[config.mk]
export PLATFORM = sky130hd
export DESIGN_NAME = tx_sequence_recorder_fifo_flat
export DESIGN_NICKNAME = d
export VERILOG_FILES = /design/src/rtl/tx_sequence_recorder_fifo_pkg.sv /design/src/rtl/tx_sequence_recorder_fifo_if.sv /design/src/rtl/tx_sequence_recorder_fifo.sv /design/src/flat_wrapper.sv
export SDC_FILE = /design/constraint.sdc
export NUM_CORES = 1
export LEC_CHECK = 0
export CAP_MARGIN = 20
export CELL_PAD_IN_SITES_DETAIL_PLACEMENT = 1
export CELL_PAD_IN_SITES_GLOBAL_PLACEMENT = 2
export CORE_ASPECT_RATIO = 0.75
export CORE_UTILIZATION = 39
export DETAILED_ROUTE_END_ITERATION = 8
export HOLD_SLACK_MARGIN = 0.02
export PLACE_DENSITY_LB_ADDON = 0.12
export SLEW_MARGIN = 20
export SYNTH_ARGS = -nofsm -noshare
export SYNTH_HDL_FRONTEND = slang
export SYNTH_SLANG_ARGS = --single-unit
[constraint.sdc]
create_clock -name clk -period 5 [get_ports clk]
set_clock_uncertainty 0.1 [all_clocks]
set_input_delay 1.5 -clock clk [delete_from_list [all_inputs] [get_ports clk]]
set_output_delay 1.5 -clock clk [all_outputs]
set_load 0.005 [all_outputs]
[src/rtl/tx_sequence_recorder_fifo_pkg.sv]
// Shared Tx arbiter definitions: source-ID enum, push/pop mode limits and
// the modular pointer helper used by the sequence recorder FIFO.
package tx_sequence_recorder_fifo_pkg;

   typedef enum logic [2:0] {
      NO_SOURCE     = 3'd0,
      A2P_1         = 3'd1,
      A2P_2         = 3'd2,
      MASTER        = 3'd3,
      RX_ROUTER_CFG = 3'd4,
      RX_ROUTER_ERR = 3'd5
   } tx_source_e;

   localparam int SOURCE_WIDTH = $bits(tx_source_e);
   localparam int WR_MODE_MAX  = 4;
   localparam int RD_MODE_MAX  = 2;

   // One conditional subtract is enough: ptr < depth and n <= 4 <= depth.
   function automatic int unsigned ptr_add(input int unsigned ptr,
                                           input int unsigned n,
                                           input int unsigned depth);
      int unsigned sum;
      sum = ptr + n;
      return (sum >= depth) ? sum - depth : sum;
   endfunction

endpackage

[src/rtl/tx_sequence_recorder_fifo_if.sv]
// Arbiter <-> sequence recorder handshake: multi-entry push, 1-2 entry pop,
// show-ahead read data and status back to the arbiter.
interface tx_sequence_recorder_fifo_if #(
   parameter int DATA_WIDTH = 3,
   parameter int FIFO_DEPTH = 10,
   parameter int CNT_WIDTH  = $clog2(FIFO_DEPTH + 1)
);
   logic                  wr_en;
   logic [2:0]            wr_mode;
   logic [DATA_WIDTH-1:0] wr_data_1;
   logic [DATA_WIDTH-1:0] wr_data_2;
   logic [DATA_WIDTH-1:0] wr_data_3;
   logic [DATA_WIDTH-1:0] wr_data_4;
   logic                  rd_en;
   logic [1:0]            rd_mode;
   logic [DATA_WIDTH-1:0] rd_data_1;
   logic [DATA_WIDTH-1:0] rd_data_2;
   logic                  empty;
   logic                  full;
   logic [CNT_WIDTH-1:0]  available;
   logic                  overflow;
   logic                  underflow;

   modport master (
      output wr_en, wr_mode, wr_data_1, wr_data_2, wr_data_3, wr_data_4,
      output rd_en, rd_mode,
      input  rd_data_1, rd_data_2, empty, full, available, overflow, underflow
   );

   modport slave (
      input  wr_en, wr_mode, wr_data_1, wr_data_2, wr_data_3, wr_data_4,
      input  rd_en, rd_mode,
      output rd_data_1, rd_data_2, empty, full, available, overflow, underflow
   );
endinterface

[src/rtl/tx_sequence_recorder_fifo.sv]
// Records the order of Tx source requests: up to 4 pushes and 2 show-ahead
// pops per cycle over a register array with modular (non power-of-two) pointers.
module tx_sequence_recorder_fifo
   import tx_sequence_recorder_fifo_pkg::*;
#(
   parameter int DATA_WIDTH = 3,
   parameter int FIFO_DEPTH = 10,
   parameter int ADDR_WIDTH = $clog2(FIFO_DEPTH),
   parameter int CNT_WIDTH  = $clog2(FIFO_DEPTH + 1)
) (
   input  logic                         clk,
   input  logic                         arst,
   tx_sequence_recorder_fifo_if.slave   bus
);

   typedef logic [DATA_WIDTH-1:0] entry_t;

   localparam entry_t               EMPTY_ENTRY = entry_t'(NO_SOURCE);
   localparam logic [CNT_WIDTH-1:0] DEPTH_CNT   = CNT_WIDTH'(FIFO_DEPTH);

   entry_t                mem_q [FIFO_DEPTH];
   logic [ADDR_WIDTH-1:0] wr_ptr_q;
   logic [ADDR_WIDTH-1:0] rd_ptr_q;
   logic [CNT_WIDTH-1:0]  count_q;
   logic                  overflow_q;
   logic                  underflow_q;

   entry_t                wr_data [WR_MODE_MAX];
   logic [ADDR_WIDTH-1:0] wr_slot [WR_MODE_MAX];
   logic [ADDR_WIDTH-1:0] wr_ptr_next;
   logic [ADDR_WIDTH-1:0] rd_ptr_next;
   logic [ADDR_WIDTH-1:0] rd_ptr_inc;
   logic [CNT_WIDTH-1:0]  avail;
   logic [CNT_WIDTH-1:0]  wr_num;
   logic [CNT_WIDTH-1:0]  rd_num;
   logic [CNT_WIDTH-1:0]  wr_cnt;
   logic [CNT_WIDTH-1:0]  rd_cnt;
   logic                  wr_mode_ok;
   logic                  rd_mode_ok;
   logic                  wr_accept;
   logic                  wr_drop;
   logic                  rd_short;

   // NOTE: every always_comb target is assigned before any condition, so no latch can be inferred.
   always_comb begin
      wr_data[0] = bus.wr_data_1;
      wr_data[1] = bus.wr_data_2;
      wr_data[2] = bus.wr_data_3;
      wr_data[3] = bus.wr_data_4;

      avail      = DEPTH_CNT - count_q;
      wr_num     = CNT_WIDTH'(bus.wr_mode);
      rd_num     = CNT_WIDTH'(bus.rd_mode);
      wr_mode_ok = (bus.wr_mode != 3'd0) && (bus.wr_mode <= 3'(WR_MODE_MAX));
      rd_mode_ok = (bus.rd_mode != 2'd0) && (bus.rd_mode <= 2'(RD_MODE_MAX));

      // Acceptance uses start-of-cycle room only; a same-cycle pop frees nothing.
      wr_accept  = bus.wr_en && wr_mode_ok && (wr_num <= avail);
      wr_drop    = bus.wr_en && wr_mode_ok && (wr_num > avail);
      rd_short   = bus.rd_en && rd_mode_ok && (rd_num > count_q);

      wr_cnt = wr_accept ? wr_num : '0;
      rd_cnt = '0;
      if (bus.rd_en && rd_mode_ok) begin
         rd_cnt = rd_short ? count_q : rd_num;
      end

      for (int i = 0; i < WR_MODE_MAX; i++) begin
         wr_slot[i] = ADDR_WIDTH'(ptr_add(32'(wr_ptr_q), i, FIFO_DEPTH));
      end
      wr_ptr_next = ADDR_WIDTH'(ptr_add(32'(wr_ptr_q), 32'(wr_cnt), FIFO_DEPTH));
      rd_ptr_next = ADDR_WIDTH'(ptr_add(32'(rd_ptr_q), 32'(rd_cnt), FIFO_DEPTH));
      rd_ptr_inc  = ADDR_WIDTH'(ptr_add(32'(rd_ptr_q), 1, FIFO_DEPTH));
   end

   // NOTE: sequential state uses non-blocking assignments only, so all registers update together.
   always_ff @(posedge clk) begin
      if (arst) begin
         // NOTE: the storage array is reset on purpose; every slot must read as NO_SOURCE after reset.
         for (int i = 0; i < FIFO_DEPTH; i++) begin
            mem_q[i] <= EMPTY_ENTRY;
         end
         wr_ptr_q    <= '0;
         rd_ptr_q    <= '0;
         count_q     <= '0;
         overflow_q  <= 1'b0;
         underflow_q <= 1'b0;
      end else begin
         for (int i = 0; i < WR_MODE_MAX; i++) begin
            if (CNT_WIDTH'(i) < wr_cnt) begin
               mem_q[wr_slot[i]] <= wr_data[i];
            end
         end
         wr_ptr_q    <= wr_ptr_next;
         rd_ptr_q    <= rd_ptr_next;
         count_q     <= count_q + wr_cnt - rd_cnt;
         overflow_q  <= wr_drop;
         underflow_q <= rd_short;
      end
   end

   // Status and show-ahead data depend on registered state only.
   assign bus.rd_data_1 = (count_q >= CNT_WIDTH'(1)) ? mem_q[rd_ptr_q]   : EMPTY_ENTRY;
   assign bus.rd_data_2 = (count_q >= CNT_WIDTH'(2)) ? mem_q[rd_ptr_inc] : EMPTY_ENTRY;
   assign bus.empty     = (count_q == '0);
   assign bus.full      = (count_q == DEPTH_CNT);
   assign bus.available = avail;
   assign bus.overflow  = overflow_q;
   assign bus.underflow = underflow_q;

endmodule

[src/flat_wrapper.sv]
// flat-port wrapper written by rule: the top's interface ports become plain ports
module tx_sequence_recorder_fifo_flat import tx_sequence_recorder_fifo_pkg::*;
#(
   parameter int DATA_WIDTH = 3,
   parameter int FIFO_DEPTH = 10,
   parameter int ADDR_WIDTH = $clog2(FIFO_DEPTH),
   parameter int CNT_WIDTH  = $clog2(FIFO_DEPTH + 1)
)
  (clk, arst, bus_wr_en, bus_wr_mode, bus_wr_data_1, bus_wr_data_2, bus_wr_data_3, bus_wr_data_4, bus_rd_en, bus_rd_mode, bus_rd_data_1, bus_rd_data_2, bus_empty, bus_full, bus_available, bus_overflow, bus_underflow);
  tx_sequence_recorder_fifo_if #(.DATA_WIDTH(DATA_WIDTH), .FIFO_DEPTH(FIFO_DEPTH), .CNT_WIDTH(CNT_WIDTH)) bus_i ();
  input  logic clk;
  input  logic arst;
  input wire logic [$bits(bus_i.wr_en)-1:0] bus_wr_en;
  input wire logic [$bits(bus_i.wr_mode)-1:0] bus_wr_mode;
  input wire logic [$bits(bus_i.wr_data_1)-1:0] bus_wr_data_1;
  input wire logic [$bits(bus_i.wr_data_2)-1:0] bus_wr_data_2;
  input wire logic [$bits(bus_i.wr_data_3)-1:0] bus_wr_data_3;
  input wire logic [$bits(bus_i.wr_data_4)-1:0] bus_wr_data_4;
  input wire logic [$bits(bus_i.rd_en)-1:0] bus_rd_en;
  input wire logic [$bits(bus_i.rd_mode)-1:0] bus_rd_mode;
  output wire logic [$bits(bus_i.rd_data_1)-1:0] bus_rd_data_1;
  output wire logic [$bits(bus_i.rd_data_2)-1:0] bus_rd_data_2;
  output wire logic [$bits(bus_i.empty)-1:0] bus_empty;
  output wire logic [$bits(bus_i.full)-1:0] bus_full;
  output wire logic [$bits(bus_i.available)-1:0] bus_available;
  output wire logic [$bits(bus_i.overflow)-1:0] bus_overflow;
  output wire logic [$bits(bus_i.underflow)-1:0] bus_underflow;
  assign bus_i.wr_en = bus_wr_en;
  assign bus_i.wr_mode = bus_wr_mode;
  assign bus_i.wr_data_1 = bus_wr_data_1;
  assign bus_i.wr_data_2 = bus_wr_data_2;
  assign bus_i.wr_data_3 = bus_wr_data_3;
  assign bus_i.wr_data_4 = bus_wr_data_4;
  assign bus_i.rd_en = bus_rd_en;
  assign bus_i.rd_mode = bus_rd_mode;
  assign bus_rd_data_1 = bus_i.rd_data_1;
  assign bus_rd_data_2 = bus_i.rd_data_2;
  assign bus_empty = bus_i.empty;
  assign bus_full = bus_i.full;
  assign bus_available = bus_i.available;
  assign bus_overflow = bus_i.overflow;
  assign bus_underflow = bus_i.underflow;
  tx_sequence_recorder_fifo #(.DATA_WIDTH(DATA_WIDTH), .FIFO_DEPTH(FIFO_DEPTH), .ADDR_WIDTH(ADDR_WIDTH), .CNT_WIDTH(CNT_WIDTH)) u_core (.clk(clk), .arst(arst), .bus(bus_i));
endmodule
Word level (Yosys, flattened, before mapping):

Memories as Yosys holds them, arrays and structs flattened. A register that Yosys moved wholly into a read port is not among the register bits.
Cells that the tools add are included.

* RAM bits: 30
* register bits: 14
* memories kept: 1
* word-level logic and storage cells: 94
* input bits: 21

Memory list
* u_core.mem_q: words 10, width 3, read ports 2, clocked after Yosys merged registers in 1, write ports 10, RTL line tx_sequence_recorder_fifo.sv:21 `entry_t mem_q [FIFO_DEPTH];`

* add/subtract/negate cells: 16
* equality and inequality tests: 1
* reduce and logical (&&, ||, !) cells: 14
* $lt $le $gt $ge: 18
* muxes and demuxes: 39

Operators with widths (number)
* 2-to-1 mux 4 bit: 14
* greater-or-equal comparator 5 x 4 -> 1 bit, second input constant: 6
* subtractor 4 bit, second input constant: 7
* 2-to-1 mux 3 bit: 7
* 2-to-1 mux 1 bit: 18
* OR reduction 3 bit: 4
* adder 4 x 1 -> 5 bit, second input constant: 2
* adder 4 x 2 -> 5 bit, second input constant: 2
* less-than comparator 1 x 4 -> 1 bit, first input constant: 2
* less-than comparator 2 x 4 -> 1 bit, first input constant: 2
* logical AND 1 bit: 7
* adder 4 x 3 -> 5 bit: 1
* adder 4 x 4 -> 5 bit: 1
* adder 4 bit: 1
* equality test 4 bit, second input constant: 1
* greater-or-equal comparator 4 x 1 -> 1 bit, second input constant: 1
* greater-or-equal comparator 4 x 2 -> 1 bit, second input constant: 1
* greater-or-equal comparator 4 bit, second input constant: 1
* greater-than comparator 2 x 4 -> 1 bit: 1
* greater-than comparator 3 x 4 -> 1 bit: 1
* less-or-equal comparator 3 x 4 -> 1 bit: 1
* logical NOT 4 bit: 1
* subtractor 4 bit: 1
* subtractor 4 bit, first input constant: 1
* 4 further kinds: 4

Logic depth before layout (Yosys ltp):

Gate-level depths: netlist of run 1.

* depth in word-level cells: 11
* depth in mapped cells: 17
* mapped depth without buffers: 16

Least setup slack after synthesis of run 1:

Ideal clock, no wire load.

* kind: input port to flip-flop
* from: input bus_rd_mode[0]
* to: register u_core.rd_ptr_q[2]
* path slack: 0.435 ns
* arrival: 4.379 ns
* library setup time: 0.086 ns
* stages on the path: 13
* path through: inv_1 -> ha_1 -> a211oi_1 -> o21ai_0 -> a21boi_0 -> nor4b_1 -> fa_1 -> inv_1 -> ha_1 -> nand2_1 -> a21boi_0 -> nor2b_1 -> a211oi_1

* word-level cells in the longest chain between the ends: 9

Ends and longest elaborated chain
* start, declared: RTL line flat_wrapper.sv:20 `input wire logic [$bits(bus_i.rd_mode)-1:0] bus_rd_mode;`
* less-or-equal comparator 2 bit or nonzero test 2 bit (tied branches): RTL line tx_sequence_recorder_fifo.sv:55 `rd_mode_ok = (bus.rd_mode != 2'd0) && (bus.rd_mode <= 2'(RD_MODE_MAX));`
* logical AND 1 bit: RTL line tx_sequence_recorder_fifo.sv:55
* logical AND 1 bit: RTL line tx_sequence_recorder_fifo.sv:60, tx_sequence_recorder_fifo.sv:64
* logical AND 1 bit: RTL line tx_sequence_recorder_fifo.sv:60 `rd_short = bus.rd_en && rd_mode_ok && (rd_num > count_q);`
* 2-to-1 mux 4 bit: RTL line tx_sequence_recorder_fifo.sv:65 `rd_cnt = rd_short ? count_q : rd_num;`
* 2-to-1 mux 4 bit (*): RTL line tx_sequence_recorder_fifo.sv:64 `if (bus.rd_en && rd_mode_ok) begin`
* adder 4 x 4 -> 5 bit (*): RTL line tx_sequence_recorder_fifo_pkg.sv:23 `sum = ptr + n;`
* subtractor 4 bit or greater-or-equal comparator 5 x 4 -> 1 bit (tied branches): RTL line tx_sequence_recorder_fifo_pkg.sv:24 `return (sum >= depth) ? sum - depth : sum;`
* 2-to-1 mux 4 bit (*): RTL line tx_sequence_recorder_fifo_pkg.sv:24
* end signal, assigned: RTL line tx_sequence_recorder_fifo.sv:95 `rd_ptr_q <= rd_ptr_next;`
* end, declared: RTL line tx_sequence_recorder_fifo.sv:23 `logic [ADDR_WIDTH-1:0] rd_ptr_q;`

Every way passes the cells marked *; elsewhere a longest branch is shown, timed or not.
A chain may end at the register's enable or synchronous reset.

Worst setup path after layout of run 1:

* from: input bus_wr_mode[0]
* to: register u_core.wr_ptr_q[2]

* word-level cells in the longest chain between the ends: 8

Ends and longest elaborated chain
* start, declared: RTL line flat_wrapper.sv:14 `input wire logic [$bits(bus_i.wr_mode)-1:0] bus_wr_mode;`
* less-or-equal comparator 3 bit or nonzero test 3 bit (tied branches): RTL line tx_sequence_recorder_fifo.sv:54 `wr_mode_ok = (bus.wr_mode != 3'd0) && (bus.wr_mode <= 3'(WR_MODE_MAX));`
* logical AND 1 bit: RTL line tx_sequence_recorder_fifo.sv:54
* logical AND 1 bit (2 in a row): RTL line tx_sequence_recorder_fifo.sv:58 `wr_accept = bus.wr_en && wr_mode_ok && (wr_num <= avail);`
* 2-to-1 mux 3 bit (*): RTL line tx_sequence_recorder_fifo.sv:62 `wr_cnt = wr_accept ? wr_num : '0;`
* adder 4 x 3 -> 5 bit (*): RTL line tx_sequence_recorder_fifo_pkg.sv:23
* subtractor 4 bit or greater-or-equal comparator 5 x 4 -> 1 bit (tied branches): RTL line tx_sequence_recorder_fifo_pkg.sv:24
* 2-to-1 mux 4 bit (*): RTL line tx_sequence_recorder_fifo_pkg.sv:24
* end signal, assigned: RTL line tx_sequence_recorder_fifo.sv:94 `wr_ptr_q <= wr_ptr_next;`
* end, declared: RTL line tx_sequence_recorder_fifo.sv:22 `logic [ADDR_WIDTH-1:0] wr_ptr_q;`

Marked as above.

==> metrics.txt, run 1 <==
Critical Path Start Type=input port; Crit. End Element=register; arrival time at the worst endpoint=4930 ps; DR vias=6762; number of fill cells in the layout=1893; Num CTS Buffers=9; crit share post-route=95.7%; layout cells sized above 1=16.5%; Worst slew margin=32.5%; commonest cells after routing, fill and taps aside=nand2_1 (61), buf_4 (54), nand3_1 (50), edfxtp_1 (48), nor2_1 (45); Antenna Cells=0; cell total after placement=1002; Hold WS=603 ps; Total Power=3.29 mW; failing checks=DRC; CP most frequent cell=ha_1; DP HPWL=20400 um; Fmax achieved=209 MHz; worst-path fanout max=4; status=complete, but fails checks; worst-skew pair later-pin latency=340 ps; Routed Antenna Nets=0; required time of the critical path=5150 ps; CTS sink cnt=62; Area growth syn-to-layout=18.3%; Slowest cell on crit path=clkdlybuf4s50_1; placed inst area=7430 um2; Tot GR Track Use=31.6%; fin worst setup slack=214 ps; Post-synth ARST share=0%; Worst-path clk slew=60 ps; Post-synth EDFFs=48; First DRT Iteration DRCs=768; CP peak stage delay=550 ps; die height=115 um; routed wire length=26900 um; CTS H-Tree Depth=3; Post-Synthesis Cells=757; Cell Area, Synth=6650 um2; hold_buf cts=0; PwrDens=419 nW/um2; max cap viols=0; top_reg_cell synth=edfxtp_1; post-route minimum period=4790 ps; Netlist cell types=73; core area=16300 um2; # nets final=870; drt drc=3; initial antenna violation count=0; FP Rows=40; Seq/Total Area, Yosys=25.9%; Starting Density=40.7%; maximum clock path buffer count=2; DP Worst Slack=-376 ps; leading cell type in the layout, fill and taps excluded=nand2_1; final setup fails=0; Clock Root Buffer=clkbuf_16; Non-Filler Instances=1022; vias in the first global route=6970; VDD IR-drop max=172 uV; min-delay worst type=register to register; Die Wd=153 um; Design Area, Final=7860 um2; pin count of the biggest net entering global routing=34; yosys warns=0; CTS tree=yes; Pre-Repair DR Iteration Count=9; via/cell ratio=6.62; RePlAce Congestion=0.929; GRT Residual Overflow=0; syn_area_per_cell=8.78 um2; crit path cell chain=clkdlybuf4s50_1 -> inv_1 -> ha_1 -> nor2b_1 -> o21a_1 -> o211ai_1 -> and3_1 -> and2_1 -> ha_1 -> fa_1 -> xnor2_2 -> ha_1 -> nand2_1 -> a21oi_1 -> nor2b_1 -> a211oi_1; P_leak=3.11 nW; actual slew at the worst max-slew pin=1000 ps; IO buf count=34; CP Class=input port to register; Synth Register Bits=62; global-route wire length before repair=41800 um; Hold Vio Cnt, Final=0; WL/cell=26.3 um; io pins=35; Die ar.=17600 um2; final max-slew violation count=0
==> critical path: cells and delay by family <==
kind,cells,cell delay [ps]
XOR/XNOR,1,260
buffers and inverters,2,620
adder cells (fa/ha/maj),4,1080
AO/OA/AOI/OAI,4,760
AND/OR/NAND/NOR,5,730
==> stage by stage <==
| stage | TNS (ps) | util [%] |
|---|---|---|
| floorplan | 0 | - |
| global placement | -5.58 | 45.5 |
| detailed placement | -1460 | 45.5 |
| CTS | 0 | 47.8 |
| global route | -12.2 | 48.2 |
| finish | 0 | 48.2 |
==> power breakdown <==
| part | switching, mW | total [mW] | internal [mW] |
|---|---|---|---|
| registers | 0.0868 | 0.707 | 0.621 |
| logic | 1.11 | 1.97 | 0.863 |
| clock network | 0.231 | 0.610 | 0.379 |
==> registers in the layout, indices dropped and copies added (netlist names) <==
name                  count
u_core.mem_q             48
u_core.count_q            4
u_core.rd_ptr_q           4
u_core.wr_ptr_q           4
u_core.bus.overflow       1
u_core.bus.underflow      1
==> kinds of logic (layout without fill, tap and decap cells) <==
group | Yosys count | count (layout) | share of synthesized area [%]
simple gates | 294 | 294 | 22.9
compound gates | 185 | 185 | 20.1
buf+inv | 87 | 141 | 5.18
mux | 65 | 65 | 14.7
flops | 62 | 62 | 25.9
fa+ha+maj | 42 | 42 | 8.47
xor+xnor | 20 | 20 | 2.64
other cells | 2 | 3 | 0.113
==> worst paths after layout <==
check / end / start / cells past startpoint / slack [ps]
worst min register to register: u_core.rd_ptr_q[0] / u_core.rd_ptr_q[0] / 2 / 600
worst max register to register: u_core.wr_ptr_q[2] / u_core.count_q[0] / 16 / 820
worst max-delay path: u_core.wr_ptr_q[2] / bus_wr_mode[0] / 16 / 210
worst min-delay path: u_core.rd_ptr_q[0] / u_core.rd_ptr_q[0] / 2 / 600
==> area by class of cell <==
class | count | area [um2] | area share [%]
Clock buffer | 10 | 229 | 2.91
Tap cell | 210 | 263 | 3.34
Sequential cell | 62 | 1720 | 21.9
Clock inverter | 6 | 52.6 | 0.669
Timing Repair Buffer | 90 | 772 | 9.82
Inverter | 35 | 131 | 1.67
Multi-Input combinational cell | 609 | 4690 | 59.6
==> repair_timing <==
| action | CTS | global route |
|---|---|---|
| gates resized for setup | 14 | 15 |
| gates cloned | 1 | 0 |
| pin swaps | 3 | 1 |
| buffers inserted | 3 | 0 |
| setup endpoints to repair | 5 | 7 |
| hold endpoints to repair | 0 | 0 |
==> routing by layer <==
| layer | up-vias | global-route usage [%] | wire length [um] |
|---|---|---|---|
| met5 | - | 0 | 0 |
| met4 | 0 | 9.09 | 507 |
| met3 | 51 | 6.37 | 2200 |
| met2 | 299 | 51.4 | 12100 |
| met1 | 3386 | 42.7 | 12000 |
| li1 | 3026 | - | - |
==> synth_stat cells, drive strengths merged, types with 16 or more instances <==
cell type	number	area, um2
o21ai	23	115
clkbuf	36	135
mux4	25	563
inv	32	120
nand2	62	233
buf	16	77.6
edfxtp	48	1440
nor2	45	169
nor2b	17	106
ha	37	463
nand3	50	250
mux2i	27	270
nor3	32	160
a21oi	40	200
Note: power is estimated with default switching activity, not from simulation.
==> run 2: changes to the inputs <==
--- a/config.mk
+++ b/config.mk
@@ -5,11 +5,11 @@
 export SDC_FILE = /design/constraint.sdc
 export NUM_CORES = 1
 export LEC_CHECK = 0
-export CAP_MARGIN = 20
+export ABC_AREA = 1
 export CELL_PAD_IN_SITES_DETAIL_PLACEMENT = 1
 export CELL_PAD_IN_SITES_GLOBAL_PLACEMENT = 2
 export CORE_ASPECT_RATIO = 0.75
-export CORE_UTILIZATION = 39
+export CORE_UTILIZATION = 34
 export DETAILED_ROUTE_END_ITERATION = 8
 export HOLD_SLACK_MARGIN = 0.02
 export PLACE_DENSITY_LB_ADDON = 0.12
==> metrics.txt, run 2 <==
Yosys top cell area share=20.7% (-1.0 points); Critical Path Start Type=input port; drt drc=0 (-3); Post-Synthesis Cells=1109 (+46%); Netlist cell types=46 (-37%); DP Worst Slack=-102 ps (+274 ps); VDD IR-drop max=231 uV (+34%); Hold Vio Cnt, Final=0 (unchanged); P_sw=1.72 mW (+20%); die height=126 um (+9.5%); top cells by count, synth=nand2_1 (298), nor2_1 (160), nand3_1 (147); Hold WS=529 ps (-73.2 ps); Die ar.=21100 um2 (+20%); CP Class=input port to register; FP Rows=44 (+10%); worst-path fanout max=5 (+1); CTS H-Tree Depth=3 (unchanged); vias in the first global route=7325 (+5.1%); via/cell ratio=5.42 (-18%); Routed Antenna Nets=0 (unchanged); Worst slew margin=34.1% (+1.6 points); Antenna Cells=0 (unchanged); max cap viols=0 (unchanged); Sw Share=48.1% (+4.7 points); Logic pwr share=59.2% (-0.8 points); initial antenna violation count=0 (unchanged); yosys warns=0 (unchanged); Pint=1.85 mW (-0.53%); Setup Fix Bufs, Post-CTS=0 (-3); Largest register FFs=48 (unchanged); Cell Area, Synth=6970 um2 (+4.9%); PwrDens=443 nW/um2 (+5.8%); leading cell type in the layout, fill and taps excluded=nand2_1; post-route minimum period=4700 ps (-82.3 ps); # nets final=1214 (+40%); min-delay worst type=register to register; global-route wire length before repair=43600 um (+4.2%); required time of the critical path=5190 ps (+40 ps); final max-slew violation count=0 (unchanged); io pins=35 (unchanged); status=finished, final reports clean; Post-synth ARST share=0% (unchanged); final setup fails=0 (unchanged); Synth Register Bits=62 (unchanged); Worst-path clk slew=60 ps (about the same); Clock Root Buffer=clkbuf_16; layout cells sized above 1=9.69% (-6.8 points); commonest cells after routing, fill and taps aside=nand2_1 (296), nor2_1 (160), nand3_1 (147), inv_1 (119), o21ai_0 (58); Fmax achieved=213 MHz (+1.7%); RSZ-0062 raised after global routing=no; DR vias=7639 (+13%); WL/cell=19.8 um (-25%); CP peak stage delay=510 ps (-40 ps); P_leak=3.73 nW (+20%); Biggest register=u_core.mem_q; Slowest cell on crit path=clkdlybuf4s50_1; crit share post-route=94.1% (-1.6 points); CTS tree=yes; RePlAce Congestion=0.894 (-3.8%); arrival time at the worst endpoint=4890 ps (-40 ps); sequential power share=20.6% (-0.9 points); Die Wd=167 um (+9.6%); DP HPWL=22000 um (+7.4%); maximum clock path buffer count=2 (unchanged); IO buf count=34 (unchanged); First DRT Iteration DRCs=645 (-16%); clock share of power=20.2% (+1.7 points); CTS sink cnt=62 (unchanged); Pre-Repair DR Iteration Count=5 (-4); routed wire length=27900 um (+3.9%); Post-synth EDFFs=48 (unchanged); Tot GR Track Use=27.3% (-4.3 points); post-synth top area cell=edfxtp_1; top post-synthesis cells by area=edfxtp_1 (21%), nand2_1 (16%), nand3_1 (11%); fin worst setup slack=296 ps (+82.3 ps); worst-skew pair later-pin latency=350 ps (about the same); pin count of the biggest net entering global routing=47 (+38%); Num CTS Buffers=9 (unchanged); actual slew at the worst max-slew pin=985 ps (-17.0 ps); Starting Density=35.4% (-5.4 points); Area growth syn-to-layout=15.7%; syn_area_per_cell=6.29 um2 (-28%); crit path cell chain=clkdlybuf4s50_1 -> inv_1 -> ha_1 -> a2111oi_1 -> buf_4 -> a31oi_1 -> ha_1 -> fa_1 -> nand2_1 -> inv_1 -> nor2_1 -> inv_1 -> ha_1 -> a21oi_1 -> nor2_1 -> o21ai_0 -> nand2_1 -> nor2_1; most numerous cell in the Yosys netlist=nand2_1; GRT Residual Overflow=0 (unchanged); Crit. End Element=register; top_reg_cell synth=edfxtp_1; core area=19700 um2 (+21%); Seq/Total Area, Yosys=24.7% (-1.2 points)
## run 2: changes by cell type after synthesis, sizes merged, moves of 14 or more
cell,previous run,this run
nand2,62,308
o21ai,23,71
nor2b,17,0
nand3,50,151
inv,32,128
nor3,32,3
mux2i,27,9
nor4,15,1
and3,15,0
mux4,25,0
nand4,7,21
nor2,45,186
## run 2: layout make-up
class	instances	area, um2
clock buffer	11	253
tap	253	317
fill	2626	11600
multi-input combinational	875	4570
inverter	132	498
timing repair buffer	71	618
clock inverter	5	81.3
sequential	62	1730
## run 2: path summary, 6_finish.rpt
check                                       start                  to  slack, ps  cells past startpoint
worst min register to register  u_core.count_q[3]   u_core.count_q[3]        530                      2
worst max register to register  u_core.count_q[0]  u_core.wr_ptr_q[2]        950                     21
worst min-delay path            u_core.count_q[3]   u_core.count_q[3]        530                      2
worst max-delay path               bus_rd_mode[0]  u_core.rd_ptr_q[3]        300                     18
## run 2: cells by family after synthesis
group | synth area share (%)
AO/OA/AOI/OAI | 11.1
XOR/XNOR | 1.92
adder cells (fa/ha/maj) | 8.08
buffers and inverters | 9.91
flip-flops | 24.7
multiplexers | 1.29
other | 0.108
AND/OR/NAND/NOR | 42.8
## run 2: metrics by stage
stage	total power [mW]	utilization (%)	std cells	setup TNS, ps	cell area [um2]
final	3.57	40.9	1409	0	8070
after global placement	2.79	39.2	1393	0	7720
after floorplan	2.03	-	1110	0	6970
after detailed placement	2.83	39.2	1393	-230	7720
after CTS	3.56	40.9	1409	0	8050
after global routing	3.86	40.9	1409	0	8070
## run 2: critical path, delay by kind of cell
family	cells	cell delay, ps
AOI/OAI and AO/OA	4	860
and+or+nand+nor	5	490
buffers and inverters	5	890
adders and majority gates	4	1140
## run 2: power groups by stage
stage | registers (mW) | logic, mW | clock network, mW
after global placement | 0.740 | 2.05 | 0
after detailed placement | 0.743 | 2.09 | 0
after CTS | 0.733 | 2.10 | 0.728
final | 0.735 | 2.12 | 0.722
after global routing | 0.744 | 2.37 | 0.748
after floorplan | 0.692 | 1.34 | 0
## run 2: what timing repair did
item | CTS | global route
endpoints found under the hold margin | 0 | 0
endpoints found under the setup margin | 2 | 5
hold buffers | 0 | 0
resized for setup | 1 | 5
## run 2: layer usage
metal / up-vias / global-route usage (%) / part of all wire, %
met1: 3711 / 40.8 / 51
met4: 0 / 5.07 / 1.0
met5: - / 0 / 0
met3: 24 / 3.99 / 5.9
li1: 3714 / - / -
met2: 190 / 41.4 / 42
